File: src/rtl/snn_pkg.sv
// rtl/snn_pkg.sv - shared types, LFSR taps and sizing helper for the spike rate encoder
// Contents: enc_state_t (IDLE, ENCODE), lfsr_taps() Galois tap masks per width, clog2() sizing helper.
package snn_pkg;

   typedef enum logic [0:0] {
      IDLE   = 1'b0,
      ENCODE = 1'b1
   } enc_state_t;

   // Right-shifting Galois tap masks for maximal-length sequences.
   // Bit (t-1) is set for each polynomial term x^t.
   function automatic logic [31:0] lfsr_taps(input int width);
      case (width)
         8:       return 32'h0000_00B8;
         9:       return 32'h0000_0110;
         10:      return 32'h0000_0240;
         11:      return 32'h0000_0500;
         12:      return 32'h0000_0829;
         13:      return 32'h0000_100D;
         14:      return 32'h0000_2015;
         15:      return 32'h0000_6000;
         16:      return 32'h0000_B400;
         24:      return 32'h00E1_0000;
         32:      return 32'h8020_0003;
         default: return 32'h0000_B400;
      endcase
   endfunction

   function automatic int clog2(input int value);
      int r;
      int v;
      r = 0;
      v = value - 1;
      while (v > 0) begin
         r = r + 1;
         v = v >> 1;
      end
      return r;
   endfunction

endpackage

File: src/rtl/spike_rate_encoder_if.sv
// rtl/spike_rate_encoder_if.sv - image load and spike stream bundle of the spike rate encoder
// Signals: pixel_in/load_valid/load_ready (image load), spike_out/spike_valid/spike_ready (spike stream),
//          neuron_clear and done (single-cycle pulses). slave = encoder side, master = feeding/consuming side.
interface spike_rate_encoder_if #(
   parameter int NUM_INPUTS  = 4,
   parameter int PIXEL_WIDTH = 8
);
   logic [NUM_INPUTS*PIXEL_WIDTH-1:0] pixel_in;
   logic                              load_valid;
   logic                              load_ready;
   logic [NUM_INPUTS-1:0]             spike_out;
   logic                              spike_valid;
   logic                              spike_ready;
   logic                              neuron_clear;
   logic                              done;

   modport master (
      output pixel_in, load_valid, spike_ready,
      input  load_ready, spike_out, spike_valid, neuron_clear, done
   );

   modport slave (
      input  pixel_in, load_valid, spike_ready,
      output load_ready, spike_out, spike_valid, neuron_clear, done
   );
endinterface

File: src/rtl/spike_lane_gen.sv
// rtl/spike_lane_gen.sv - one spike lane: latched pixel plus random or phase-accumulator generator
// Ports: clk, rst (sync active-low), load (latch pixel, restart generator), step (advance generator),
//        pixel (intensity to latch), spike (spike bit for the current step).
// Build option: SPIKE_ENC_DETERMINISTIC_EN selects the phase accumulator instead of the LFSR.
module spike_lane_gen
   import snn_pkg::*;
#(
   parameter int                    PIXEL_WIDTH = 8,
   parameter int                    LFSR_WIDTH  = 16,
   parameter logic [LFSR_WIDTH-1:0] SEED        = 16'hACE1
) (
   input  logic                   clk,
   input  logic                   rst,
   input  logic                   load,
   input  logic                   step,
   input  logic [PIXEL_WIDTH-1:0] pixel,
   output logic                   spike
);

   logic [PIXEL_WIDTH-1:0] pixel_q, pixel_d;

   always_comb begin
      pixel_d = pixel_q;
      if (load) pixel_d = pixel;
   end

   always_ff @(posedge clk) begin
      if (!rst) pixel_q <= '0;
      else      pixel_q <= pixel_d;
   end

`ifdef SPIKE_ENC_DETERMINISTIC_EN
   logic [PIXEL_WIDTH-1:0] acc_q, acc_d;
   logic [PIXEL_WIDTH:0]   sum;
   logic                   unused_cfg;

   assign unused_cfg = ^SEED;

   // The carry out of acc+pixel is this step's spike; acc keeps the fractional phase.
   assign sum   = {1'b0, acc_q} + {1'b0, pixel_q};
   assign spike = sum[PIXEL_WIDTH];

   always_comb begin
      acc_d = acc_q;
      if (load)      acc_d = '0;
      else if (step) acc_d = sum[PIXEL_WIDTH-1:0];
   end

   always_ff @(posedge clk) begin
      if (!rst) acc_q <= '0;
      else      acc_q <= acc_d;
   end
`else
   localparam logic [LFSR_WIDTH-1:0] TAPS = LFSR_WIDTH'(lfsr_taps(LFSR_WIDTH));

   logic [LFSR_WIDTH-1:0] lfsr_q, lfsr_d, lfsr_adv;

   assign lfsr_adv = lfsr_q[0] ? ((lfsr_q >> 1) ^ TAPS) : (lfsr_q >> 1);
   // Only the low PIXEL_WIDTH bits act as the random threshold; pixel 0 can never win.
   assign spike    = (lfsr_q[PIXEL_WIDTH-1:0] < pixel_q);

   always_comb begin
      lfsr_d = lfsr_q;
      if (load)      lfsr_d = SEED;
      else if (step) lfsr_d = lfsr_adv;
   end

   always_ff @(posedge clk) begin
      if (!rst) lfsr_q <= SEED;
      else      lfsr_q <= lfsr_d;
   end
`endif

endmodule

File: src/rtl/spike_rate_encoder.sv
// rtl/spike_rate_encoder.sv - rate-coding encoder: latched pixel vector to NUM_TIMESTEPS spike vectors
// Ports: clk, rst (sync active-low), bus (spike_rate_encoder_if.slave: image load handshake,
//        spike stream handshake, neuron_clear and done pulses).
// Build option: SPIKE_ENC_DETERMINISTIC_EN switches every lane to the phase-accumulator generator.
module spike_rate_encoder
   import snn_pkg::*;
#(
   parameter int                    NUM_INPUTS    = 4,
   parameter int                    PIXEL_WIDTH   = 8,
   parameter int                    NUM_TIMESTEPS = 16,
   parameter int                    LFSR_WIDTH    = 16,
   parameter logic [LFSR_WIDTH-1:0] LFSR_SEED     = 16'hACE1
) (
   input  logic                 clk,
   input  logic                 rst,
   spike_rate_encoder_if.slave  bus
);

   localparam int STEP_W = clog2(NUM_TIMESTEPS + 1);

   enc_state_t            state_q, state_d;
   logic [STEP_W-1:0]     step_q, step_d;
   logic                  clear_q, clear_d;
   logic                  done_q, done_d;
   logic                  load_fire;
   logic                  step_fire;
   logic                  last_step;
   logic [NUM_INPUTS-1:0] lane_spike;

   assign load_fire = (state_q == IDLE) && bus.load_valid;
   assign step_fire = (state_q == ENCODE) && bus.spike_ready;
   assign last_step = (step_q == STEP_W'(NUM_TIMESTEPS - 1));

   always_comb begin
      state_d = state_q;
      step_d  = step_q;
      clear_d = 1'b0;
      done_d  = 1'b0;
      case (state_q)
         IDLE: begin
            if (load_fire) begin
               state_d = ENCODE;
               step_d  = '0;
               clear_d = 1'b1;
            end
         end
         ENCODE: begin
            if (step_fire) begin
               if (last_step) begin
                  state_d = IDLE;
                  step_d  = '0;
                  done_d  = 1'b1;
               end else begin
                  step_d = step_q + STEP_W'(1);
               end
            end
         end
         default: state_d = IDLE;
      endcase
   end

   always_ff @(posedge clk) begin
      if (!rst) begin
         state_q <= IDLE;
         step_q  <= '0;
         clear_q <= 1'b0;
         done_q  <= 1'b0;
      end else begin
         state_q <= state_d;
         step_q  <= step_d;
         clear_q <= clear_d;
         done_q  <= done_d;
      end
   end

   for (genvar i = 0; i < NUM_INPUTS; i++) begin : g_lane
      spike_lane_gen #(
         .PIXEL_WIDTH (PIXEL_WIDTH),
         .LFSR_WIDTH  (LFSR_WIDTH),
         .SEED        (LFSR_SEED ^ LFSR_WIDTH'(i + 1))
      ) u_lane (
         .clk   (clk),
         .rst   (rst),
         .load  (load_fire),
         .step  (step_fire),
         .pixel (bus.pixel_in[i*PIXEL_WIDTH +: PIXEL_WIDTH]),
         .spike (lane_spike[i])
      );
   end

   // Lane outputs depend only on lane registers, so the gated vector is stable for a whole cycle.
   assign bus.load_ready   = (state_q == IDLE);
   assign bus.spike_valid  = (state_q == ENCODE);
   assign bus.spike_out    = (state_q == ENCODE) ? lane_spike : '0;
   assign bus.neuron_clear = clear_q;
   assign bus.done         = done_q;

endmodule
File: src/flat_wrapper.sv
// flat-port wrapper written by rule: the top's interface ports become plain ports
module spike_rate_encoder_flat import snn_pkg::*;
#(
   parameter int                    NUM_INPUTS    = 4,
   parameter int                    PIXEL_WIDTH   = 8,
   parameter int                    NUM_TIMESTEPS = 16,
   parameter int                    LFSR_WIDTH    = 16,
   parameter logic [LFSR_WIDTH-1:0] LFSR_SEED     = 16'hACE1
)
  (clk, rst, bus_pixel_in, bus_load_valid, bus_spike_ready, bus_load_ready, bus_spike_out, bus_spike_valid, bus_neuron_clear, bus_done);
  spike_rate_encoder_if #(.NUM_INPUTS(NUM_INPUTS), .PIXEL_WIDTH(PIXEL_WIDTH)) bus_i ();
  input  logic clk;
  input  logic rst;
  input wire logic [$bits(bus_i.pixel_in)-1:0] bus_pixel_in;
  input wire logic [$bits(bus_i.load_valid)-1:0] bus_load_valid;
  input wire logic [$bits(bus_i.spike_ready)-1:0] bus_spike_ready;
  output wire logic [$bits(bus_i.load_ready)-1:0] bus_load_ready;
  output wire logic [$bits(bus_i.spike_out)-1:0] bus_spike_out;
  output wire logic [$bits(bus_i.spike_valid)-1:0] bus_spike_valid;
  output wire logic [$bits(bus_i.neuron_clear)-1:0] bus_neuron_clear;
  output wire logic [$bits(bus_i.done)-1:0] bus_done;
  assign bus_i.pixel_in = bus_pixel_in;
  assign bus_i.load_valid = bus_load_valid;
  assign bus_i.spike_ready = bus_spike_ready;
  assign bus_load_ready = bus_i.load_ready;
  assign bus_spike_out = bus_i.spike_out;
  assign bus_spike_valid = bus_i.spike_valid;
  assign bus_neuron_clear = bus_i.neuron_clear;
  assign bus_done = bus_i.done;
  spike_rate_encoder #(.NUM_INPUTS(NUM_INPUTS), .PIXEL_WIDTH(PIXEL_WIDTH), .NUM_TIMESTEPS(NUM_TIMESTEPS), .LFSR_WIDTH(LFSR_WIDTH), .LFSR_SEED(LFSR_SEED)) u_core (.clk(clk), .rst(rst), .bus(bus_i));
endmodule
File: config.mk
export PLATFORM = sky130hd
export DESIGN_NAME = spike_rate_encoder_flat
export DESIGN_NICKNAME = d
export VERILOG_FILES = /design/src/rtl/snn_pkg.sv /design/src/rtl/spike_rate_encoder_if.sv /design/src/rtl/spike_lane_gen.sv /design/src/rtl/spike_rate_encoder.sv /design/src/flat_wrapper.sv
export SDC_FILE = /design/constraint.sdc
export NUM_CORES = 1
export LEC_CHECK = 0
export ABC_AREA = 1
export BUFFER_PORTS_ARGS = -buffer_cell sky130_fd_sc_hd__buf_2
export CAP_MARGIN = 25
export CORE_ASPECT_RATIO = 0.8
export CORE_MARGIN = 2
export CORE_UTILIZATION = 45
export DETAILED_ROUTE_END_ITERATION = 10
export PLACE_DENSITY = 0.64
export SLEW_MARGIN = 20
export SYNTH_ARGS = -nofsm -noshare
export SYNTH_HDL_FRONTEND = slang
export SYNTH_HIERARCHICAL = 1
export SYNTH_SLANG_ARGS = --single-unit
File: constraint.sdc
create_clock -name clk -period 4 [get_ports clk]
set_input_delay 0.6 -clock clk [delete_from_list [all_inputs] [get_ports clk]]
set_output_delay 0.6 -clock clk [all_outputs]
set_load 0.005 [all_outputs]
Word-level counts from Yosys, hierarchy flattened. Cells that the tools add are included.

Register bits: 104. Bits of input ports: 36. Word-level logic and storage cells: 46.

$add $sub $neg: 1. Magnitude comparators: 4. Eq/ne operators: 3. Muxes and demuxes: 14. Bitwise gates (word level): 6. Reduce and logical (&&, ||, !) cells: 6.

Operators by type and width (count): 16-bit two-way mux (4); 8-bit less-than comparator (4); 3-bit inverter with 4-bit output (4); 5-bit two-way mux (3); 5-bit one-hot mux with 2 select lines (1); 5-bit by 1-bit adder with 5-bit output, second input constant (1); 5-bit by 4-bit == test with 1-bit output, second input constant (1); 1-bit two-way mux (4); 4-bit two-way mux (1); 2-bit OR reduction (2); 3-bit AND reduction (1); 1-bit logical AND (2); 2-bit by 1-bit inequality test with 1-bit output, second input constant (1); 2-bit inequality test, second input constant (1); 1-bit inverter (2); 1-bit one-hot mux with 2 select lines (1); 2-bit AND reduction (1).

Depth between registers and ports, before layout. Gate-level depths: netlist of run 1.

Word-level depth: 4. Mapped depth: 9. Mapped depth without buffers: 9.

Cells and area by module. The synthesis of run 1 kept the hierarchy.

Modules (own cells, without submodules): spike_lane_gen at u_core.g_lane[0].u_lane (instances 1, cells an instance 128, area each 1049.8 um^2, seq. area each 480.5 um^2); spike_lane_gen at u_core.g_lane[2].u_lane (instances 1, cells an instance 126, area each 1034.7 um^2, seq. area each 480.5 um^2); spike_lane_gen at u_core.g_lane[1].u_lane (instances 1, cells an instance 126, area each 1023.5 um^2, seq. area each 480.5 um^2); spike_lane_gen at u_core.g_lane[3].u_lane (instances 1, cells an instance 126, area each 999.7 um^2, seq. area each 480.5 um^2); spike_rate_encoder (instances 1, cells an instance 58, area each 425.4 um^2, seq. area each 160.2 um^2).

Least setup slack after synthesis of run 1. OpenSTA, ideal clock, no wires.

Path kind: register to output. Start: register u_core.g_lane[0].u_lane.pixel_q[7]. End: output bus_spike_out[0]. Data arrival time: 1.040 ns. Data required time: 3.400 ns. Setup slack: 2.360 ns. Cell stages (with the launch flop): 8. Path buffers: 0. Cell sequence: dfxtp_1 -> inv_1 -> ha_1 -> a21oi_1 -> o21ai_0 -> a21oi_1 -> nand2_1 -> inv_1.

Word-level cells in the longest chain between the ends: 2.

Ends and longest elaborated chain: from (decl) (line spike_lane_gen.sv:20) `logic [PIXEL_WIDTH-1:0] pixel_q, pixel_d;`; from (signal assigned) (line spike_lane_gen.sv:29) `else pixel_q <= pixel_d;`; 8-bit less-than comparator (line spike_lane_gen.sv:60) `assign spike = (lfsr_q[PIXEL_WIDTH-1:0] < pixel_q);`; named net u_core.lane_spike[0] (line spike_rate_encoder.sv:28) `logic [NUM_INPUTS-1:0] lane_spike;`; 4-bit two-way mux (line spike_rate_encoder.sv:94) `assign bus.spike_out = (state_q == ENCODE) ? lane_spike : '0;`; to (decl) (line flat_wrapper.sv:18) `output wire logic [$bits(bus_i.spike_out)-1:0] bus_spike_out;`.

The timed path passes the listed nets, and every way through them passes these cells.

Final worst setup path of run 1.
Start: register u_core.g_lane[3].u_lane.pixel_q[3]. End: output bus_spike_out[3].

Word-level cells in the longest chain between the ends: 2.

Ends and longest elaborated chain (line): from (decl) (spike_lane_gen.sv:20); from (signal assigned) (spike_lane_gen.sv:29); 8-bit less-than comparator (spike_lane_gen.sv:60); named net u_core.lane_spike[3] (spike_rate_encoder.sv:28); 4-bit two-way mux (spike_rate_encoder.sv:94).

The timed path passes the listed nets, and every way through them passes these cells.

==> impl_metrics.ini, run 1 <==
[worst_setup_path]
end_kind = primary output
crit_type = reg -> out
arrival_ns = 1.65
cp.required_ns = 3.40
start_kind = flop
cp_max_fo = 2

[cts]
cts-htree-levels = 3
hold_buffers = 0
root_buffer = clkbuf_16
post_cts_buffers = 0
clk_pin_slew_ns = 0.07
clkLatencyLatePin_ns = 0.35
post_cts_resized = 0
cts-buffers-inserted = 9
cts_tree = built
cts_sinks = 104
clock_path_buffers = 2

[grt]
grt_pass1_vias = 3408
grt_pass1_wl_mm = 15.2
grt_start_max_net_pins = 61
track_usage = 0.179
globalRoute.totalOverflow = 0
antenna_found_initial = 0

[routing]
wl_mm = 8.84
num_vias = 3618
postRouteAntennaNets = 0
drc = 0
dr.pass1.iters = 4
wire_per_inst_microns = 11.9
vias_per_cell = 4.86
first_iter_violations = 206

[pwr]
power_density_nw_per_um2 = 460
ir_drop_v = 0.000212
p_total_uw = 2380
p_leak_uw = 0.00230

[timing]
rsz0062_at_grt = false
final_max_slew_viol_count = 0
setup_violations = 0
slew_headroom = 0.488
fmax_ghz = 0.445
fin_setup_tns_ns = 0
layout_min_cycle_time_ns = 2.25
hold_violations = 0
clock_skew_ns = 0.00446
period_share = 0.562
worst_pin_slew_ns = 0.768

[synth]
ys_async_sr_fraction = 0
yosysWarnings = 6
synth_edf_count = 0
synth_cells = 564
syn_nets = 629
ys_seq_area_frac = 0.459
ys.flop_type = dfxtp_1
syn_area_sq_um = 4530
ys_ff_latch = 104
synth.distinct_cells = 31
syn_avg_cell_area_sq_um = 8.04

[layout]
layout-drive-gt1-share = 0.158
final_common_cell = nand2_1
multi_input_area_sq_um = 2040
final_nets = 669
area_growth_pct = 13.9
fill_cells = 955
layout_common_cells = 106 x nand2_1, 104 x dfxtp_1, 82 x a21oi_1
ff_latch_area_sq_um = 2080
antennaDiodeCount = 0

[floorplanning]
pin_count = 44
num_rows = 32
dieWidth_microns = 116
die_h_microns = 93.8
core-area_sq_um = 9730
die_area_sq_um = 10900
initial_utilization = 0.466

[status]
status = complete, no violations

[place]
placement.io_buffers = 43
gp_congestion = 0.720
hpwl_mm = 6.05

[flow_run]
cap_viol_max_count = 0

[worst_hold_path]
min_path_type = reg -> reg
## Yosys cell counts (2+ instances only)
cell type  instances  area (sq um)
inv_1             67           251
nand2_1          106           398
buf_4              4          30.0
ha_1              29           363
o21ai_2            4          35.0
nand3_1           15          75.1
nand2_2            2          12.5
buf_2              7          35.0
a21oi_1           82           410
buf_6              3          33.8
dfxtp_1          104          2080
inv_2              8          30.0
o21ai_1           24           120
nor2_1            28           105
o21ai_0           44           220
a21oi_2           11          96.3
nand2_4            2          22.5
clkinv_2           2          10.0
o211ai_1           7          52.6
xor2_1             4          35.0
## where the power goes
group	switching [uW]	internal, uW	total, uW
Combinational	162	94.3	256
Clock	388	612	1000
Sequential	31.5	1090	1120
## critical path: stages (launching register included)
cell     delay (ns)
dfxtp_1        0.32
inv_1          0.06
ha_1           0.31
a21oi_1        0.16
nand2_1        0.08
a21oi_1        0.12
nand2_1        0.07
inv_1          0.08
buf_2          0.10
## logic make-up (layout without fill, tap and decap cells)
group	count (synthesis)	count (layout)	share of synthesized area
AOI/OAI and AO/OA	175	175	0.212
and+or+nand+nor	158	158	0.149
DFF	104	104	0.459
buffers and inverters	94	139	0.0914
adders and majority gates	29	29	0.0800
xor gates and xnor gates	4	4	0.00773
## path summary, 6_finish.rpt
| kind | cells after the start | to | start | slack [ns] |
|---|---|---|---|---|
| max | 8 | bus_spike_out[3] | u_core/g_lane[3].u_lane/pixel_q[3] | 1.75 |
| min | 2 | u_core/step_q[4] | u_core/step_q[4] | 0.45 |
| max reg2reg | 6 | u_core/g_lane[0].u_lane/lfsr_q[10] | u_core/bus.spike_valid | 1.82 |
| min reg2reg | 2 | u_core/step_q[4] | u_core/step_q[4] | 0.45 |
## through the flow
stage	cells	hold slack, ns	worst slack [ns]	area, sq um	util
6_report	745	0.450	1.75	5160	0.531
5_1_grt	745	0.475	1.62	5160	0.531
4_1_cts	745	0.456	1.73	5160	0.531
3_5_place_dp	729	0.444	1.80	4820	0.495
3_3_place_gp	729	0.435	1.82	4820	0.495
2_1_floorplan	564	0.422	2.36	4530	-
## cell type report
type	instances	share of cell area
inverters	80	0.0611
repair buffers	43	0.0417
clock inverters	7	0.0228
well taps	136	0.0330
flip-flops and latches	104	0.403
clock buffers	9	0.0436
multi-input cells	366	0.395
## layer usage
| layer | track usage | routed length, microns | up-vias |
|---|---|---|---|
| met1 | 0.228 | 4470 | 1619 |
| met5 | 0 | 0 | - |
| met3 | 0.0600 | 329 | 10 |
| met4 | 0.0446 | 92 | 0 |
| li1 | - | - | 1936 |
| met2 | 0.294 | 3950 | 53 |
## flip-flops by register name, indices dropped and copies added, names as in the netlist
register / count
u_core/bus.done: 1
u_core/bus.neuron_clear: 1
u_core/bus.spike_valid: 1
u_core/g_lane.u_lane/lfsr_q: 64
u_core/g_lane.u_lane/pixel_q: 32
u_core/step_q: 5
Power figures use the tool's default switching activity.
==> run 2, diff against run 1 <==
==> constraint.sdc (replaced) <==
create_clock -name clk -period 2.3 [get_ports clk]
set_input_delay 0.345 -clock clk [delete_from_list [all_inputs] [get_ports clk]]
set_output_delay 0.345 -clock clk [all_outputs]
set_load 0.005 [all_outputs]
==> run 2 against run 1 <==
  * Setup slack lost 1.6 ns
  * Register-to-register slack worse by 1.2 ns
  * Cell count rose by 0.40%
  * Routed wire length rose by 2.3%
  * Global-route usage grew 0.25 points
  * Worst hold slack got worse by 0.21 ns
  * Critical path type unchanged
  * Largest power group unchanged
==> impl_metrics.ini, run 2 (synthesis results as in run 1) <==
[worst_setup_path]
r2r_slack_ns = 0.65
regToRegStartpoint = u_core/bus.spike_valid
start_kind = flop
rr_worst_depth = 7
cp_slowest_cell = dfxtp_1
cp.required_ns = 1.96
slowest_delay_ns = 0.31
end_kind = primary output
worstPathCellList = inv_1 > ha_1 > a21oi_1 > o21ai_0 > a21oi_1 > nand2_1 > inv_1 > buf_2
arrival_ns = 1.76
crit_type = reg -> out
cp_max_fo = 2
timing.rr.end = u_core/g_lane[1].u_lane/lfsr_q[3]

[grt]
grt_start_max_net_pins = 39
antenna_found_initial = 0
grt_pass1_wl_mm = 15.7
grt_pass1_vias = 3516
track_usage = 0.182
globalRoute.totalOverflow = 0

[worst_hold_path]
min_path_type = in -> reg
hold_depth = 3
hold_end = u_core/g_lane[3].u_lane/pixel_q[0]
hp-start = bus_pixel_in[24]

[floorplanning]
dieWidth_microns = 116
core-area_sq_um = 9730
num_rows = 32
die_h_microns = 93.8
initial_utilization = 0.466
die_area_sq_um = 10900
pin_count = 44

[cts]
cts_tree = built
clock_path_buffers = 2
hold_buffers = 0
post_cts_resized = 0
root_buffer = clkbuf_16
clk_pin_slew_ns = 0.07
cts-htree-levels = 3
cts-buffers-inserted = 9
cts_sinks = 104
post_cts_buffers = 0
clkLatencyLatePin_ns = 0.34

[layout]
area_growth_pct = 14.0
final_nets = 674
reg.largest.list = u_core/g_lane.u_lane/lfsr_q (64), u_core/g_lane.u_lane/pixel_q (32), u_core/step_q (5)
final_common_cell = nand2_1
largest_reg_flops = 64
regMostFlops = u_core/g_lane.u_lane/lfsr_q
fill_cells = 949
layout_common_cells = 106 x nand2_1, 104 x dfxtp_1, 82 x a21oi_1
multi_input_area_sq_um = 2040
antennaDiodeCount = 0
layout-drive-gt1-share = 0.160
ff_latch_area_sq_um = 2080
fin_cells = 748

[timing]
final_max_slew_viol_count = 0
fmax_ghz = 0.474
setup_violations = 0
worst_slack_ns = 0.192
worst_pin_slew_ns = 0.412
slew_headroom = 0.725
layout_min_cycle_time_ns = 2.11
rsz0062_at_grt = false
hold_slack_ns = 0.238
period_share = 0.916
hold_violations = 0
clock_skew_ns = 0.00805
fin_setup_tns_ns = 0

[routing]
dr.pass1.iters = 5
drc = 0
wire_per_inst_microns = 12.1
postRouteAntennaNets = 0
first_iter_violations = 137
wl_mm = 9.05
vias_per_cell = 4.90
num_vias = 3664

[pwr]
ir_drop_v = 0.000466
p_leak_uw = 0.00230
power_density_nw_per_um2 = 777

[place]
place_inst = 734
post-place-ws_ns = 0.558
gp_congestion = 0.790
hpwl_mm = 6.46
placement.io_buffers = 43

[flow_run]
cap_viol_max_count = 0

[status]
status = complete, no violations
[run 2: cell count changes in the layout (fill, tap and decap cells not counted), sizes merged]
| cell | before | now |
|---|---|---|
| inv | 78 | 77 |
| buf | 43 | 48 |
| clkinvlp | 0 | 1 |
| clkinv | 6 | 3 |
| bufinv | 3 | 2 |
| clkbuf | 9 | 11 |
[run 2: worst max path at each step]
stage / cells past startpoint / end / startpoint
floorplan: 7 / bus_spike_out[0] / u_core/g_lane[0].u_lane/pixel_q[7]
global placement: 8 / bus_spike_out[2] / u_core/g_lane[2].u_lane/pixel_q[3]
detailed placement: 8 / bus_spike_out[2] / u_core/g_lane[2].u_lane/pixel_q[3]
CTS: 8 / bus_spike_out[2] / u_core/g_lane[2].u_lane/pixel_q[3]
global route: 8 / bus_spike_out[2] / u_core/g_lane[2].u_lane/pixel_q[5]
finish: 8 / bus_spike_out[1] / u_core/g_lane[1].u_lane/pixel_q[7]
[run 2: metal layers]
metal	global-route usage	routed length (microns)	share of wire
met5	0	0	0
met4	0.0446	71	0.0078
met3	0.0542	360	0.040
met2	0.293	4110	0.45
met1	0.239	4510	0.50
[run 2: through the flow]
stage	area, sq um	util	total power [uW]
after floorplan	4530	-	2320
after global placement	4860	0.499	2430
after detailed placement	4860	0.499	2450
after CTS	5170	0.531	4060
after global routing	5170	0.531	4220
final	5170	0.531	4020
[run 2: power breakdown]
part / total, uW / internal, uW / switching [uW]
clock network: 1610 / 972 / 635
logic: 465 / 171 / 294
registers: 1940 / 1890 / 49.3
total: 4020 / 3040 / 978
[run 2: area by class of cell]
class,instances,area share
flip-flops and latches,104,0.403
well taps,136,0.0329
repair buffers,48,0.0489
multi-input cells,366,0.394
clock buffers,11,0.0470
inverters,80,0.0610
clock inverters,3,0.0131
[run 2: critical path: cells and delay by family (launching register included)]
kind,cells,cell delay [ns]
fa+ha+maj,1,0.31
compound gates,3,0.46
simple gates,1,0.13
flops,1,0.31
buf+inv,3,0.23
==> run 3, diff against run 2 <==
--- a/config.mk
+++ b/config.mk
@@ -8,11 +8,14 @@
 export ABC_AREA = 1
 export BUFFER_PORTS_ARGS = -buffer_cell sky130_fd_sc_hd__buf_2
 export CAP_MARGIN = 25
+export CELL_PAD_IN_SITES_DETAIL_PLACEMENT = 1
+export CELL_PAD_IN_SITES_GLOBAL_PLACEMENT = 1
 export CORE_ASPECT_RATIO = 0.8
 export CORE_MARGIN = 2
-export CORE_UTILIZATION = 45
+export CORE_UTILIZATION = 44
 export DETAILED_ROUTE_END_ITERATION = 10
-export PLACE_DENSITY = 0.64
+export PLACE_DENSITY = 0.8
+export SETUP_SLACK_MARGIN = 0.3
 export SLEW_MARGIN = 20
 export SYNTH_ARGS = -nofsm -noshare
 export SYNTH_HDL_FRONTEND = slang
==> run 3 against run 2 <==
  * Critical path depth is 2 higher
  * Critical endpoint is now bus_spike_out[2]
  * Count of clock-buffer cells in the layout is 2 higher
  * Global-route usage is 1.9 points higher
  * Sequential cell count stayed put
  * Critical path type unchanged
  * Worst hold slack worse by 0.00075 ns
  * Highest routed layer unchanged
==> impl_metrics.ini, run 3 (synthesis results as in run 1) <==
[pwr]
combPwrFrac = 0.134
swShare = 0.258
pwr-share-clk = 0.382
p_leak_uw = 0.00231
p_total_uw = 4040
p_sw_uw = 1040
ir_drop_v = 0.000360
power_density_nw_per_um2 = 751
pwr-share-seq = 0.483
p_int_uw = 3000

[timing]
setup_violations = 0
hold_violations = 0
clock_skew_ns = 0.00528
fin_setup_tns_ns = 0
rsz0062_at_grt = false
hold_slack_ns = 0.238
final_max_slew_viol_count = 0
period_share = 0.846
worst_pin_slew_ns = 0.415
layout_min_cycle_time_ns = 1.95
slew_headroom = 0.723
fmax_ghz = 0.514

[floorplanning]
num_rows = 33
initial_utilization = 0.446
pin_count = 44
dieWidth_microns = 117
core-area_sq_um = 10200
die_h_microns = 94.8
die_area_sq_um = 11100

[worst_hold_path]
min_path_type = in -> reg

[grt]
antenna_found_initial = 0
grt_pass1_vias = 3826
track_usage = 0.200
grt_pass1_wl_mm = 17.8
globalRoute.totalOverflow = 0
grt_start_max_net_pins = 31

[cts]
clkLatencyLatePin_ns = 0.35
post_cts_buffers = 0
clock_path_buffers = 2
cts-htree-levels = 3
cts-buffers-inserted = 9
clk_pin_slew_ns = 0.07
root_buffer = clkbuf_16
cts_sinks = 104
hold_buffers = 0
cts_tree = built

[layout]
fill_cells = 1238
final_common_cell = nand2_1
antennaDiodeCount = 0
area_growth_pct = 18.8
final_nets = 674
layout_common_cells = 102 x nand2_1, 92 x dfxtp_1, 73 x a21oi_1
layout-drive-gt1-share = 0.235
reg.largest.list = u_core/g_lane.u_lane/lfsr_q (64), u_core/g_lane.u_lane/pixel_q (32), u_core/step_q (5)
regMostFlops = u_core/g_lane.u_lane/lfsr_q
largest_reg_flops = 64
fin_cells = 754

[routing]
drc = 0
num_vias = 3788
wire_per_inst_microns = 14.9
first_iter_violations = 170
wl_mm = 11.3
vias_per_cell = 5.02
dr.pass1.iters = 4
postRouteAntennaNets = 0

[place]
placement.io_buffers = 43
place_inst = 738
hpwl_mm = 7.57
gp_congestion = 0.841

[worst_setup_path]
cp_max_fo = 2
worstPathCellList = inv_1 > ha_1 > nand2_1 > nand2_1 > nand2_1 > nand2_2 > a21oi_2 > nand2_1 > inv_1 > buf_2
slowest_delay_ns = 0.31
end_kind = primary output
crit_top_cell = nand2_1
start_kind = flop
cp_slowest_cell = dfxtp_1
arrival_ns = 1.60
r2r_slack_ns = 0.56
crit_type = reg -> out
cp.required_ns = 1.96

[flow_run]
cap_viol_max_count = 0

[status]
status = complete, no violations
## run 3: worst paths after layout
kind,start,cells past startpoint,endpoint
worst min register to register,u_core/step_q[4],2,u_core/step_q[4]
worst min-delay path,bus_pixel_in[0],3,u_core/g_lane[0].u_lane/pixel_q[0]
worst max register to register,u_core/bus.spike_valid,6,u_core/g_lane[0].u_lane/lfsr_q[13]
worst max-delay path,u_core/g_lane[2].u_lane/pixel_q[1],10,bus_spike_out[2]
## run 3: metrics by stage
| stage | utilization | worst slack, ns | cell area, sq um |
|---|---|---|---|
| 2_1_floorplan | - | 0.915 | 4530 |
| 4_1_cts | 0.511 | 0.300 | 5190 |
| 5_1_grt | 0.530 | 0.241 | 5380 |
| 3_3_place_gp | 0.479 | 0.717 | 4860 |
| 6_report | 0.530 | 0.354 | 5380 |
| 3_5_place_dp | 0.479 | 0.615 | 4860 |
## run 3: routing by layer
metal / vias up / GRT usage / share of wire / routed length [microns]
met1: 1797 / 0.237 / 0.45 / 5070
met5: - / 0 / 0 / 0
met2: 36 / 0.364 / 0.51 / 5790
li1: 1942 / - / - / -
met3: 13 / 0.0441 / 0.023 / 263
met4: 0 / 0.0693 / 0.012 / 139
## run 3: timing repair
item | CTS | global route
pin swaps | 2 | 22
endpoints found under the setup margin | 1 | 4
gates resized for setup | 3 | 46
## run 3: final cells by class
| cell class | instances | area [sq um] | area share |
|---|---|---|---|
| clock buffer | 13 | 260 | 0.0483 |
| clock inverter | 3 | 40.0 | 0.00744 |
| inverter | 80 | 315 | 0.0586 |
| multi-input combinational | 366 | 2240 | 0.417 |
| sequential | 104 | 2100 | 0.389 |
| tap | 140 | 175 | 0.0325 |
| timing repair buffer | 48 | 253 | 0.0469 |
## run 3: worst max-delay path: cells and delay by family (launching register included)
family,cells,cell delay [ns]
compound gates,1,0.14
fa+ha+maj,1,0.28
flops,1,0.31
simple gates,5,0.33
buf+inv,3,0.20
## run 3: power groups by stage
stage	Combinational (uW)	Clock [uW]	Sequential (uW)
2_1_floorplan	347	0	1970
3_3_place_gp	445	0	1980
3_5_place_dp	480	0	1990
4_1_cts	496	1590	1950
5_1_grt	617	1670	1960
6_report	544	1550	1950
